`src/rtl/fetch_pc_stage_pkg.sv`:
```
// Shared types and constants for the fetch PC stage.
//   fetch_state_t : FSM encoding (S_BOOT, S_RUN, S_HALT)
//   PC_LSB        : number of PC bits below the instruction granule for the
//                   default 4-byte instruction size
package fetch_pkg;

  typedef enum logic [1:0] {
    S_BOOT = 2'd0,
    S_RUN  = 2'd1,
    S_HALT = 2'd2
  } fetch_state_t;

  localparam int DEF_INSTR_BYTES = 4;
  localparam int PC_LSB          = $clog2(DEF_INSTR_BYTES);

endpackage

```
`src/rtl/fetch_pc_stage_if.sv`:
```
// Fetch-to-decode handshake bundle.
//   out_valid : PC on out_pc is valid (driven by fetch)
//   out_pc    : fetch address (driven by fetch)
//   out_ready : decode accepts out_pc (driven by decode)
// Handshake: a transfer happens on a rising clock edge where out_valid and
// out_ready are both high. While out_valid is high and out_ready is low the
// producer keeps out_pc stable, except that a redirect may replace it.
interface fetch_pc_stage_if #(
  parameter int ADDR_W = 32
);
  logic              out_valid;
  logic [ADDR_W-1:0] out_pc;
  logic              out_ready;

  modport master (output out_valid, output out_pc, input out_ready);
  modport slave  (input out_valid, input out_pc, output out_ready);
endinterface

```
`src/rtl/fetch_pc_stage_sat_counter.sv`:
```
// Saturating up-counter with asynchronous active-high reset.
//   clk   : clock, rising edge
//   reset : asynchronous, active-high; clears count
//   en    : increment by one this cycle (ignored once count is all-ones)
//   count : current value, sticks at all-ones
module sat_counter #(
  parameter int W = 16
) (
  input  logic         clk,
  input  logic         reset,
  input  logic         en,
  output logic [W-1:0] count
);

  always_ff @(posedge clk or posedge reset) begin
    if (reset) begin
      count <= '0;
    end else if (en && (count != {W{1'b1}})) begin
      count <= count + W'(1);
    end
  end

endmodule

```
`src/rtl/fetch_pc_stage.sv`:
```
// Fetch-side program-counter stage. Issues sequential instruction addresses
// to decode over a valid/ready handshake, accepts redirects and halt
// requests, and counts accepted fetches (saturating).
// Ports:
//   clk, reset      : clock (rising edge), asynchronous active-high reset
//   redirect_valid  : load redirect_pc this cycle
//   redirect_pc     : redirect target
//   halt_req        : level request to stop issuing PCs
//   dec             : fetch_pc_stage_if master (out_valid/out_pc/out_ready)
//   halted          : stage is in S_HALT
//   fetch_count     : accepted handshakes, saturating at all-ones
//   dbg_state       : current FSM state
//   misalign_err    : one-cycle pulse on a misaligned redirect
//                     (only when FETCH_MISALIGN_TRAP_EN is defined)
// Build option FETCH_MISALIGN_TRAP_EN: misaligned redirects are refused and
// trap into S_HALT. Without it, redirect targets have their low bits cleared.
module fetch_pc_stage
  import fetch_pkg::*;
#(
  parameter int                ADDR_W       = 32,
  parameter logic [ADDR_W-1:0] RESET_VECTOR = '0,
  parameter int                INSTR_BYTES  = 4,
  parameter int                CNT_W        = 16
) (
  input  logic                 clk,
  input  logic                 reset,
  input  logic                 redirect_valid,
  input  logic [ADDR_W-1:0]    redirect_pc,
  input  logic                 halt_req,
  fetch_pc_stage_if.master     dec,
  output logic                 halted,
  output logic [CNT_W-1:0]     fetch_count,
  output fetch_state_t         dbg_state
`ifdef FETCH_MISALIGN_TRAP_EN
  ,
  output logic                 misalign_err
`endif
);

  localparam logic [ADDR_W-1:0] LOW_MASK = ADDR_W'(INSTR_BYTES - 1);
  localparam logic [ADDR_W-1:0] PC_STEP  = ADDR_W'(INSTR_BYTES);

  fetch_state_t      state, state_d;
  logic              valid_d;
  logic [ADDR_W-1:0] pc_d;
  logic              xfer;
  logic              redirect_misaligned;
  logic [ADDR_W-1:0] aligned_target;
  logic [ADDR_W-1:0] pc_after_xfer;

  assign xfer           = dec.out_valid & dec.out_ready;
  assign aligned_target = redirect_pc & ~LOW_MASK;
  // Wraps modulo 2^ADDR_W by truncation; no overflow flag.
  assign pc_after_xfer  = xfer ? (dec.out_pc + PC_STEP) : dec.out_pc;

`ifdef FETCH_MISALIGN_TRAP_EN
  assign redirect_misaligned = |(redirect_pc & LOW_MASK);
`else
  assign redirect_misaligned = 1'b0;
`endif

  // State and datapath registers.
  always_ff @(posedge clk or posedge reset) begin
    if (reset) begin
      state         <= S_BOOT;
      dec.out_valid <= 1'b0;
      dec.out_pc    <= RESET_VECTOR;
    end else begin
      state         <= state_d;
      dec.out_valid <= valid_d;
      dec.out_pc    <= pc_d;
    end
  end

  // Next-state logic.
  always_comb begin
    state_d = state;
    unique case (state)
      S_BOOT: state_d = S_RUN;
      S_RUN: begin
        if (redirect_valid) begin
          state_d = redirect_misaligned ? S_HALT : S_RUN;
        end else if (halt_req && (!dec.out_valid || dec.out_ready)) begin
          // A stalled PC is never dropped by halt: wait for its transfer.
          state_d = S_HALT;
        end
      end
      S_HALT: begin
        if (redirect_valid) begin
          state_d = redirect_misaligned ? S_HALT : S_RUN;
        end else if (!halt_req) begin
          state_d = S_RUN;
        end
      end
      default: state_d = S_BOOT;
    endcase
  end

  // Output / datapath next-value logic.
  always_comb begin
    valid_d = dec.out_valid;
    pc_d    = dec.out_pc;
    unique case (state)
      S_BOOT: begin
        valid_d = 1'b1;
        pc_d    = RESET_VECTOR;
      end
      S_RUN: begin
        if (redirect_valid) begin
          if (redirect_misaligned) begin
            valid_d = 1'b0;
            pc_d    = pc_after_xfer;
          end else begin
            // Any unaccepted PC is replaced by the target.
            valid_d = 1'b1;
            pc_d    = aligned_target;
          end
        end else if (halt_req && (!dec.out_valid || dec.out_ready)) begin
          valid_d = 1'b0;
          pc_d    = pc_after_xfer;
        end else begin
          pc_d    = pc_after_xfer;
        end
      end
      S_HALT: begin
        if (redirect_valid) begin
          if (!redirect_misaligned) begin
            valid_d = 1'b1;
            pc_d    = aligned_target;
          end
        end else if (!halt_req) begin
          // Reissue the held PC.
          valid_d = 1'b1;
        end
      end
      default: begin
        valid_d = 1'b0;
        pc_d    = RESET_VECTOR;
      end
    endcase
  end

  assign halted    = (state == S_HALT);
  assign dbg_state = state;

`ifdef FETCH_MISALIGN_TRAP_EN
  always_ff @(posedge clk or posedge reset) begin
    if (reset) begin
      misalign_err <= 1'b0;
    end else begin
      misalign_err <= (state != S_BOOT) && redirect_valid && redirect_misaligned;
    end
  end
`endif

  sat_counter #(.W(CNT_W)) u_fetch_count (
    .clk   (clk),
    .reset (reset),
    .en    (xfer),
    .count (fetch_count)
  );

endmodule

```
`src/flat_wrapper.sv`:
```
// flat-port wrapper written by rule: the top's interface ports become plain ports
module fetch_pc_stage_flat import fetch_pkg::*;
#(
  parameter int                ADDR_W       = 32,
  parameter logic [ADDR_W-1:0] RESET_VECTOR = '0,
  parameter int                INSTR_BYTES  = 4,
  parameter int                CNT_W        = 16
)
  (clk, reset, redirect_valid, redirect_pc, halt_req, halted, fetch_count, dbg_state, dec_out_valid, dec_out_pc, dec_out_ready);
  fetch_pc_stage_if #(.ADDR_W(ADDR_W)) dec_i ();
  input  logic clk;
  input  logic reset;
  input  logic redirect_valid;
  input  logic [ADDR_W-1:0] redirect_pc;
  input  logic halt_req;
  output logic halted;
  output logic [CNT_W-1:0] fetch_count;
  output fetch_state_t dbg_state;
  output wire logic [$bits(dec_i.out_valid)-1:0] dec_out_valid;
  output wire logic [$bits(dec_i.out_pc)-1:0] dec_out_pc;
  input wire logic [$bits(dec_i.out_ready)-1:0] dec_out_ready;
  assign dec_out_valid = dec_i.out_valid;
  assign dec_out_pc = dec_i.out_pc;
  assign dec_i.out_ready = dec_out_ready;
  fetch_pc_stage #(.ADDR_W(ADDR_W), .RESET_VECTOR(RESET_VECTOR), .INSTR_BYTES(INSTR_BYTES), .CNT_W(CNT_W)) u_core (.clk(clk), .reset(reset), .redirect_valid(redirect_valid), .redirect_pc(redirect_pc), .halt_req(halt_req), .dec(dec_i), .halted(halted), .fetch_count(fetch_count), .dbg_state(dbg_state));
endmodule
```
`config.mk`:
```
export PLATFORM = sky130hd
export DESIGN_NAME = fetch_pc_stage_flat
export DESIGN_NICKNAME = d
export VERILOG_FILES = /design/src/rtl/fetch_pc_stage_pkg.sv /design/src/rtl/fetch_pc_stage_if.sv /design/src/rtl/fetch_pc_stage_sat_counter.sv /design/src/rtl/fetch_pc_stage.sv /design/src/flat_wrapper.sv
export SDC_FILE = /design/constraint.sdc
export NUM_CORES = 1
export LEC_CHECK = 0
export BUFFER_PORTS_ARGS = -buffer_cell sky130_fd_sc_hd__buf_2
export CAP_MARGIN = 25
export CORE_MARGIN = 2
export CORE_UTILIZATION = 52
export CTS_CLUSTER_DIAMETER = 120
export DETAILED_ROUTE_END_ITERATION = 16
export HOLD_SLACK_MARGIN = 0.12
export PLACE_DENSITY = 0.81
export SLEW_MARGIN = 20
export SYNTH_ARGS = -nofsm -noshare
export SYNTH_HDL_FRONTEND = slang
export SYNTH_SLANG_ARGS = --single-unit
```
`constraint.sdc`:
```
create_clock -name clk -period 2.35 [get_ports clk]
set_input_delay 0.3525 -clock clk [delete_from_list [all_inputs] [get_ports clk]]
set_output_delay 0.3525 -clock clk [all_outputs]
set_load 0.02 [all_outputs]
```
==> out/metrics.cfg, run 1 <==
[floorplan]
fp.dieH_um=78.4
die-area_sq_um=6140
chipWidth_um=78.4
start_util_pct=52.9
core_area_sq_um=5440
rows=27
io_pins=89

[yosys]
synth-adder-area-share_pct=2.61
synth_edf_count=0
synth_top_family_by_area=simple AND/OR/NAND/NOR gates
ys_seq_area_share_pct=41.8
synth_compound_area_share_pct=17.8
synth_cell_types=53
avgSynthCellArea_sq_um=9.10
synth_xor_area_share_pct=5.48
synth_simple_gate_area_share_pct=28.3
ys_seq_elements=48
synthMuxAreaShare_pct=0.392
netlist.area_leader.share_pct=41.8
ys_warn_count=0
ys_dominant_reg_cell=dfrtp_1
synth_area_leaders=dfrtp_1, nand3_1, nand2_1
yosysTopAreaCell=dfrtp_1
synthCells=316
netlist_area_sq_um=2880
async_flop_share_pct=100

[drt]
antenna_left=0
via_per_inst=6.06
vias=2934
wl_mm=7.59
avgRoutedWirePerCell_um=15.7
drc_errors=0
first_iter_violations=219
firstDrtPassIters=5

[setup_path]
reg2reg_depth=6
cp.arrival_ns=2.37
ff2ff_setup_slack_ns=0.22
critPathCaptureType=flip-flop
critPathMaxFanout=6
r2r-start=u_core.dec.out_pc[3]
r2r-end=u_core.dec.out_pc[22]
required_ns=2.59
critPathLaunchType=flip-flop
crit_type=reg2reg

[sta]
whs_ns=0.244
tightest_slew_ns=0.736
post-route-period-util_pct=90.8
fin_skew_ns=0.0120
max_clock_freq_mhz=469
relSlewSlack_pct=50.9
hold_viol=0
setup_tns_ns=0
rsz0062_at_grt=no
drv_slew=0
setup_viol=0
fin_crit_ns=2.13

[clocking]
clk_pin_slew_worst_paths_ns=0.09
clockRootBuffer=clkbuf_8
ctsLongestPathBuffers=2
cts_tree=done
clk_latency_ns=0.31
numCtsBuffers=5
cts.sinks=48
htreeDepth=2

[global_route]
track_usage_pct=26.5
antenna_found_initial=0
grt_pass1_vias=2717
grt_max_degree=26
grt_overflow=0
grt_pass1_wl_mm=12.8

[worst_hold_path]
hold_start=redirect_pc[18]
whs_path_depth=3
min_to=u_core.dec.out_pc[18]
hp-class=in2reg

[finish]
fin_nets=454
register_area_sq_um=1200
final_layout_size_suffix_gt1_share_pct=29.1
nFillCells=462
layout-area-overhead-vs-synth_pct=24.0
insertedDiodeCount=0
multi_input_area_sq_um=1580

[placed_design]
gp_congestion=0.891
dp_hpwl_mm=5.60
io_buffers=84

[power]
p_leak_nw=1.70
pwr_density_cell_nw_per_um2=972
peakVddDrop_mv=0.572
power_mw=3.46

[status]
status=finished, final reports clean

[job]
drv_cap=0

==> layout make-up <==
class                   instances  share of cell area, %
well taps                      72                   2.53
inverters                       9                  0.947
repair buffers                101                   15.4
flip-flops and latches         48                   33.7
clock inverters                 2                  0.982
clock buffers                   6                   2.04
multi-input cells             246                   44.4
==> critical path, cell delays in order, from the launching register on <==
cell and delay (ns):
dfrtp_1 0.46, ha_1 0.23, nand3_1 0.24, nor4_4 0.37, nand2_2 0.17, or4_1 0.50
nand3_1 0.10
==> power by group <==
part,total [mW],internal [mW],switching [mW]
Sequential,1.36,1.04,0.324
Combinational,1.51,0.551,0.955
Clock,0.597,0.316,0.281
==> stage by stage <==
step           instance area (sq um)  worst slack, ns  utilization (%)  std cells
2_1_floorplan                   2880           0.0404                -        317
3_3_place_gp                    3440            0.242             63.3        475
3_5_place_dp                    3440            0.183             63.3        475
4_1_cts                         3560            0.153             65.5        484
5_1_grt                         3570           0.0116             65.6        484
6_report                        3570            0.217             65.6        484
==> flip-flops by register name, summed over array words and instances, names as in the netlist <==
| signal | cells |
|---|---|
| u_core.u_fetch_count.count | 16 |
| u_core.dbg_state | 2 |
| u_core.dec.out_pc | 30 |
==> kinds of logic after synthesis <==
family,count (synthesis)
AO/OA/AOI/OAI,74
XOR/XNOR,18
adder cells (fa/ha/maj),6
buffers and inverters,23
flip-flops,48
multiplexers,1
other,1
AND/OR/NAND/NOR,145
==> worst max-delay path by stage <==
stage	to	from	slack, ns
floorplan	u_core.dec.out_pc[22]	u_core.dbg_state[0]	0.04
global placement	u_core.dec.out_pc[22]	u_core.dbg_state[1]	0.24
detailed placement	u_core.dec.out_pc[11]	u_core.dbg_state[1]	0.18
CTS	u_core.dec.out_pc[22]	u_core.dbg_state[1]	0.15
global route	u_core.dec.out_pc[30]	u_core.dbg_state[1]	0.01
finish	u_core.dec.out_pc[22]	u_core.dec.out_pc[3]	0.22
==> what timing repair did <==
item                       CTS  global route
hold buffers                 1             0
setup buffers                0             0
setup endpoints to repair    0             1
gates resized for setup      0             1
hold endpoints to repair     6             0
==> cells in the final DEF (no fill, tap or decap), drive strengths merged, types with 2 or more instances in the layout <==
master  Yosys  layout
buf         4     100
dfrtp      48      48
nand2      38      38
nand3      34      34
nor2       18      18
o21ai      18      18
nand4      15      15
xnor2      14      14
a22oi      12      12
a21oi       9       9
inv         9       9
nor3        8       8
o311ai      8       8
o211ai      7       7
nor4        7       7
and3        6       6
ha          6       6
clkbuf     10       6
xor2        4       4
a221o       4       4
or3         4       4
a32oi       3       3
a31oi       3       3
a21o        2       2
o21bai      2       2
nor2b       2       2
and2        2       2
conb        1       2
or4         2       2
and4        2       2
==> routing by layer <==
layer | GRT usage, % | wire length [um]
met4 | 13.0 | 96
met3 | 4.37 | 515
met2 | 42.7 | 3740
met5 | 0 | 0
met1 | 34.7 | 3240
==> Yosys cell counts (9+ instances only) <==
cell type / count
inv_1: 9
a21oi_1: 9
dfrtp_1: 48
o21ai_0: 17
a22oi_1: 12
clkbuf_1: 10
xnor2_1: 14
nand2_1: 37
nor2_1: 18
nand4_1: 13
nand3_1: 33
No activity file was read; power rests on OpenSTA's default activity.
==> inputs of run 2 (changes only) <==
--- a/config.mk
+++ b/config.mk
@@ -5,10 +5,11 @@
 export SDC_FILE = /design/constraint.sdc
 export NUM_CORES = 1
 export LEC_CHECK = 0
+export ABC_AREA = 1
 export BUFFER_PORTS_ARGS = -buffer_cell sky130_fd_sc_hd__buf_2
 export CAP_MARGIN = 25
 export CORE_MARGIN = 2
-export CORE_UTILIZATION = 52
+export CORE_UTILIZATION = 54
 export CTS_CLUSTER_DIAMETER = 120
 export DETAILED_ROUTE_END_ITERATION = 16
 export HOLD_SLACK_MARGIN = 0.12
==> run 2 against run 1 <==
  * Synthesized area is 21% higher
  * Total power increased by 11%
  * Fmax rose by 4.3%
  * Cell area grew 14%
==> out/metrics.cfg, run 2 <==
[status]
status=finished, final reports clean

[global_route]
grt_pass1_vias=3413  ; +26%
grt_pass1_wl_mm=15.0  ; +17%
track_usage_pct=25.6  ; -0.89 points
antenna_found_initial=0  ; unchanged
grt_overflow=0  ; unchanged
grt_max_degree=29  ; +12%

[floorplan]
chipWidth_um=84.3  ; +7.5%
start_util_pct=55.4  ; +2.5 points
die-area_sq_um=7100  ; +16%
rows=29  ; +7.4%
core_area_sq_um=6280  ; +15%
io_pins=89  ; unchanged
fp.dieH_um=84.3  ; +7.5%

[setup_path]
r2r-start=u_core.dbg_state[0]
cp.arrival_ns=2.24  ; -0.13 ns
critPathLaunchType=flip-flop
critPathMaxFanout=28  ; +22
ff2ff_setup_slack_ns=0.31  ; +0.09 ns
required_ns=2.55  ; -0.04 ns
critPathCaptureType=flip-flop
reg2reg_depth=8  ; +2
crit_type=reg2reg
r2r-end=u_core.dec.out_pc[3]

[clocking]
clockRootBuffer=clkbuf_8
clk_pin_slew_worst_paths_ns=0.09  ; about the same
clk_latency_ns=0.30  ; about the same
cts_tree=done
numCtsBuffers=5  ; unchanged
postCtsSetupRepairBufs=0  ; unchanged
htreeDepth=2  ; unchanged
ctsLongestPathBuffers=2  ; unchanged
cts.sinks=48  ; unchanged

[job]
drv_cap=0  ; unchanged

[drt]
antenna_left=0  ; unchanged
via_per_inst=5.23  ; -14%
first_iter_violations=227  ; +3.7%
wl_mm=8.80  ; +16%
firstDrtPassIters=4  ; -1
avgRoutedWirePerCell_um=13.2  ; -16%
drc_errors=0  ; unchanged
vias=3484  ; +19%

[yosys]
netlist_area_sq_um=3480  ; +21%
synthCells=504  ; +59%
async_flop_share_pct=100  ; unchanged
ys_top_cells_by_count=nand2_1, dfrtp_1, inv_1
ys_dominant_reg_cell=dfrtp_1
avgSynthCellArea_sq_um=6.90  ; -24%
synth_area_leaders=dfrtp_1, nand2_1, inv_1
ys_seq_area_share_pct=34.5  ; -7.2 points
yosysTopAreaCell=dfrtp_1
netlist.area_leader.share_pct=34.5  ; -7.2 points
synth_edf_count=0  ; unchanged
yosys.cell_count.top_type=nand2_1
synth_cell_types=41  ; -23%
ys_seq_elements=48  ; unchanged
ys_warn_count=0  ; unchanged

[sta]
drv_slew=0  ; unchanged
post-route-period-util_pct=87.0  ; -3.8 points
hold_viol=0  ; unchanged
fin_skew_ns=0.00800  ; -0.00401 ns
setup_tns_ns=0  ; unchanged
whs_ns=0.344  ; +0.0993 ns
max_clock_freq_mhz=489  ; +4.3%
rsz0062_at_grt=no
setup_viol=0  ; unchanged
fin_crit_ns=2.04  ; -0.0883 ns

[power]
switching_share_pct=49.6  ; +4.6 points
p_int_mw=1.95  ; +2.2%
p_comb_share_pct=46.8  ; +3.4 points
peakVddDrop_mv=0.677  ; +18%
pwr-share-clk_pct=15.6  ; -1.6 points
p_leak_nw=2.19  ; +29%
netSwitchingPower_mw=1.91  ; +23%
pwr-share-seq_pct=37.6  ; -1.7 points
pwr_density_cell_nw_per_um2=951  ; -2.2%

[worst_hold_path]
min_to=u_core.dec.out_pc[15]
whs_path_depth=5  ; +2
hold_start=redirect_pc[15]
hp-class=in2reg

[finish]
top_register=u_core.dec.out_pc
insertedDiodeCount=0  ; unchanged
layout_commonest_cell=nand2_1
layout-area-overhead-vs-synth_pct=16.8
fin_nets=631  ; +39%
final_layout_size_suffix_gt1_share_pct=22.9  ; -6.2 points
fin_cells=666  ; +38%
final_cell_mix=nand2_1, buf_2, dfrtp_1
nFillCells=554  ; +20%
largest_register_ffs=30  ; unchanged

[placed_design]
post-place-cells=657  ; +38%
gp_congestion=0.916  ; +2.8%
dp_hpwl_mm=6.56  ; +17%
io_buffers=84  ; unchanged

## run 2: changes by cell type in the layout (fill, tap and decap cells not counted), sizes merged, moves of 6 or more
cell,change
a22oi,-11
and3,-6
buf,-11
inv,+39
nand2,+172
nand4,-8
nor2,+37
nor4,-7
o211ai,-6
o21ai,+17
o311ai,-8
xnor2,-11
xor2,+7
## run 2: critical path, stage by stage (launching register included)
cell      delay, ns
dfrtp_1        0.45
inv_1          0.14
ha_1           0.18
inv_1          0.06
nor2_1         0.21
a21oi_4        0.10
nand2_2        0.10
clkinv_2       0.35
a22o_1         0.34
## run 2: worst max path at each step
stage                   startpoint                    end  slack [ns]
4_1_cts        u_core.dbg_state[0]   u_core.dec.out_pc[3]        0.30
3_3_place_gp   u_core.dbg_state[0]   u_core.dec.out_pc[3]        0.38
5_1_grt        u_core.dbg_state[0]   u_core.dec.out_pc[3]        0.14
6_report       u_core.dbg_state[0]   u_core.dec.out_pc[3]        0.31
2_1_floorplan  u_core.dbg_state[0]  u_core.dec.out_pc[14]        0.49
3_5_place_dp   u_core.dbg_state[0]   u_core.dec.out_pc[3]        0.33
## run 2: power by group through the flow
stage                     registers, mW  clock network, mW  logic, mW
final                              1.45              0.602       1.81
after global routing               1.50              0.645       2.00
after CTS                          1.45              0.615       1.81
after detailed placement           1.46                  0       1.80
after global placement             1.45                  0       1.76
after floorplan                    1.69                  0       1.01
## run 2: logic make-up (layout without fill, tap and decap cells)
logic type | Yosys count | after routing | synth area share (%)
and+or+nand+nor | 315 | 315 | 42.3
other | 1 | 2 | 0.108
AOI/OAI and AO/OA | 57 | 57 | 9.43
buffers and inverters | 63 | 147 | 7.99
DFF | 48 | 48 | 34.5
adders and majority gates | 6 | 6 | 2.16
xor gates and xnor gates | 14 | 14 | 3.53
## run 2: metal layers
metal,vias up,track usage [%],routed length (um)
met2,120,44.7,4330
li1,1759,-,-
met1,1596,32.2,3850
met4,0,9.09,114
met3,9,3.93,505
met5,-,0,0
## run 2: cell type report
type,count,area (sq um),share of cell area [%]
inverter,49,185,4.56
multi-input combinational,394,2000,49.3
clock buffer,6,72.6,1.79
sequential,48,1200,29.6
tap,77,96.3,2.37
clock inverter,2,35.0,0.863
timing repair buffer,90,468,11.5
## run 2: what timing repair did
action | in CTS | in global routing
hold buffers | 1 | 0
endpoints found under the hold margin | 12 | 0
gates resized for setup | 0 | 0
## run 2: per-stage QoR
stage | worst slack (ns) | total power, mW | util, % | area [sq um]
2_1_floorplan | 0.492 | 2.71 | - | 3480
3_3_place_gp | 0.382 | 3.20 | 62.8 | 3940
3_5_place_dp | 0.332 | 3.26 | 62.8 | 3940
4_1_cts | 0.297 | 3.87 | 64.7 | 4060
5_1_grt | 0.138 | 4.15 | 64.7 | 4060
6_report | 0.305 | 3.86 | 64.7 | 4060
==> inputs of run 3 (changes only) <==
--- a/config.mk
+++ b/config.mk
@@ -8,6 +8,7 @@
 export ABC_AREA = 1
 export BUFFER_PORTS_ARGS = -buffer_cell sky130_fd_sc_hd__buf_2
 export CAP_MARGIN = 25
+export CORE_ASPECT_RATIO = 1.4
 export CORE_MARGIN = 2
 export CORE_UTILIZATION = 54
 export CTS_CLUSTER_DIAMETER = 120
==> run 3 against run 2 <==
  * Via count barely moved
  * Die area rose by 0.12%
  * Non-clock buffer count rose by 2
  * Total power fell by 1.3%
  * Cell count fell by 0.45%
  * Clock skew rose by 0.0031 ns
  * Cell area fell by 0.15%
  * Sequential power barely moved
  * Critical path type unchanged
  * Largest cell class unchanged
==> out/metrics.cfg, run 3 (synthesized netlist as in run 2, its figures left out) <==
[status]
status=finished, final reports clean

[job]
drv_cap=0  ; unchanged

[clocking]
post_cts_resized=0  ; unchanged
clockRootBuffer=clkbuf_8
cts.sinks=48  ; unchanged
hold_buffers=1  ; unchanged
clk_latency_ns=0.32  ; +0.02 ns
ctsLongestPathBuffers=2  ; unchanged
htreeDepth=2  ; unchanged
numCtsBuffers=5  ; unchanged
postCtsSetupRepairBufs=0  ; unchanged
clk_pin_slew_worst_paths_ns=0.10  ; about the same
cts_tree=done

[power]
p_leak_nw=2.19  ; -0.22%
pwr-share-seq_pct=38.1  ; +0.5 points
switching_share_pct=51.0  ; +1.4 points
power_mw=3.81  ; -1.3%
p_comb_share_pct=48.1  ; +1.3 points
pwr-share-clk_pct=13.9  ; -1.7 points
pwr_density_cell_nw_per_um2=940  ; -1.1%
p_int_mw=1.87  ; -4.0%
netSwitchingPower_mw=1.94  ; +1.5%
peakVddDrop_mv=0.705  ; +4.0%

[sta]
setup_tns_ns=0  ; unchanged
max_clock_freq_mhz=504  ; +3.1%
fin_skew_ns=0.0111  ; +0.00311 ns
drv_slew=0  ; unchanged
setup_viol=0  ; unchanged
fin_crit_ns=1.98  ; -0.0619 ns
whs_ns=0.311  ; -0.0325 ns
post-route-period-util_pct=84.4  ; -2.6 points
timing.final.ws_setup_ns=0.367  ; +0.0619 ns
hold_viol=0  ; unchanged
rsz0062_at_grt=no

[setup_path]
r2r-end=u_core.dec.out_pc[24]
cp.arrival_ns=2.20  ; -0.04 ns
critPathCaptureType=flip-flop
r2r-start=u_core.dbg_state[0]
reg2reg_depth=10  ; +2
ff2ff_setup_slack_ns=0.37  ; +0.06 ns
required_ns=2.57  ; +0.02 ns
critPathMaxFanout=18  ; -36%
critPathLaunchType=flip-flop
crit_type=reg2reg

[finish]
largest_register_ffs=30  ; unchanged
fin_cells=663  ; -0.45%
layout_commonest_cell=nand2_1
fin_nets=633  ; +0.32%
layout-area-overhead-vs-synth_pct=16.6
insertedDiodeCount=0  ; unchanged
final_layout_size_suffix_gt1_share_pct=23.4  ; +0.43 points
top_register=u_core.dec.out_pc
final_cell_mix=nand2_1, buf_2, dfrtp_1
stdcell_area_sq_um=4060  ; -0.15%
post-route-util_pct=65.3  ; +0.59 points

[floorplan]
fp.dieH_um=99.0  ; +17%
core_area_sq_um=6210  ; -1.1%
rows=34  ; +17%
start_util_pct=56.0  ; +0.59 points
chipWidth_um=71.8  ; -15%
io_pins=89  ; unchanged
die-area_sq_um=7110  ; +0.12%

[placed_design]
io_buffers=84  ; unchanged
gp_congestion=0.885  ; -3.4%
post-place-cells=654  ; -0.46%
dpl_cell_area_sq_um=3950  ; +0.22%
post-place-ws_ns=0.399  ; +0.0670 ns
dp_hpwl_mm=6.65  ; +1.4%

[drt]
drc_errors=0  ; unchanged
via_per_inst=5.26  ; +0.54%
avgRoutedWirePerCell_um=13.3  ; +0.82%
wl_mm=8.83  ; +0.36%
first_iter_violations=240  ; +5.7%
antenna_left=0  ; unchanged
vias=3487  ; +0.086%
firstDrtPassIters=4  ; unchanged

[global_route]
grt_max_degree=24  ; -17%
grt_pass1_wl_mm=15.1  ; +0.51%
grt_overflow=0  ; unchanged
antenna_found_initial=0  ; unchanged
grt_pass1_vias=3416  ; +0.088%
track_usage_pct=26.3  ; +0.72 points

[worst_hold_path]
hp-class=in2reg
min_to=u_core.dec.out_pc[14]
hold_start=redirect_pc[14]
whs_path_depth=5  ; unchanged

## run 3: final cells by class
cell class | count | area [sq um]
multi-input combinational | 394 | 2000
sequential | 48 | 1200
clock inverter | 3 | 23.8
inverter | 49 | 185
clock buffer | 5 | 68.8
timing repair buffer | 92 | 483
fill | 559 | 2160
tap | 72 | 90.1
## run 3: power by group through the flow
stage / clock network (mW) / logic (mW) / registers [mW]
2_1_floorplan: 0 / 1.01 / 1.69
3_3_place_gp: 0 / 1.79 / 1.45
3_5_place_dp: 0 / 1.83 / 1.46
4_1_cts: 0.529 / 1.84 / 1.44
5_1_grt: 0.551 / 2.04 / 1.50
6_report: 0.528 / 1.83 / 1.45
## run 3: per-layer routing
layer | track usage [%] | share of wire [%]
met5 | 0 | 0
met4 | 9.87 | 1.7
met3 | 4.70 | 5.5
met2 | 48.1 | 54
met1 | 29.9 | 39
## run 3: worst max-delay path by stage
stage | start | endpoint | slack [ns]
floorplan | u_core.dbg_state[0] | u_core.dec.out_pc[14] | 0.49
global placement | u_core.dbg_state[0] | u_core.dec.out_pc[27] | 0.47
detailed placement | u_core.dbg_state[0] | u_core.dec.out_pc[24] | 0.40
CTS | u_core.dbg_state[0] | u_core.dec.out_pc[24] | 0.39
global route | u_core.dbg_state[0] | u_core.dec.out_pc[24] | 0.23
finish | u_core.dbg_state[0] | u_core.dec.out_pc[24] | 0.37
## run 3: worst max-delay path: stages (launching register included)
cell and delay [ns]:
dfrtp_1 0.44, inv_1 0.14, ha_1 0.19, inv_1 0.06, nor2_1 0.21, a21oi_4 0.10
nand2_2 0.10, clkinv_2 0.24, buf_4 0.28, nand2_1 0.07, nand2_1 0.05
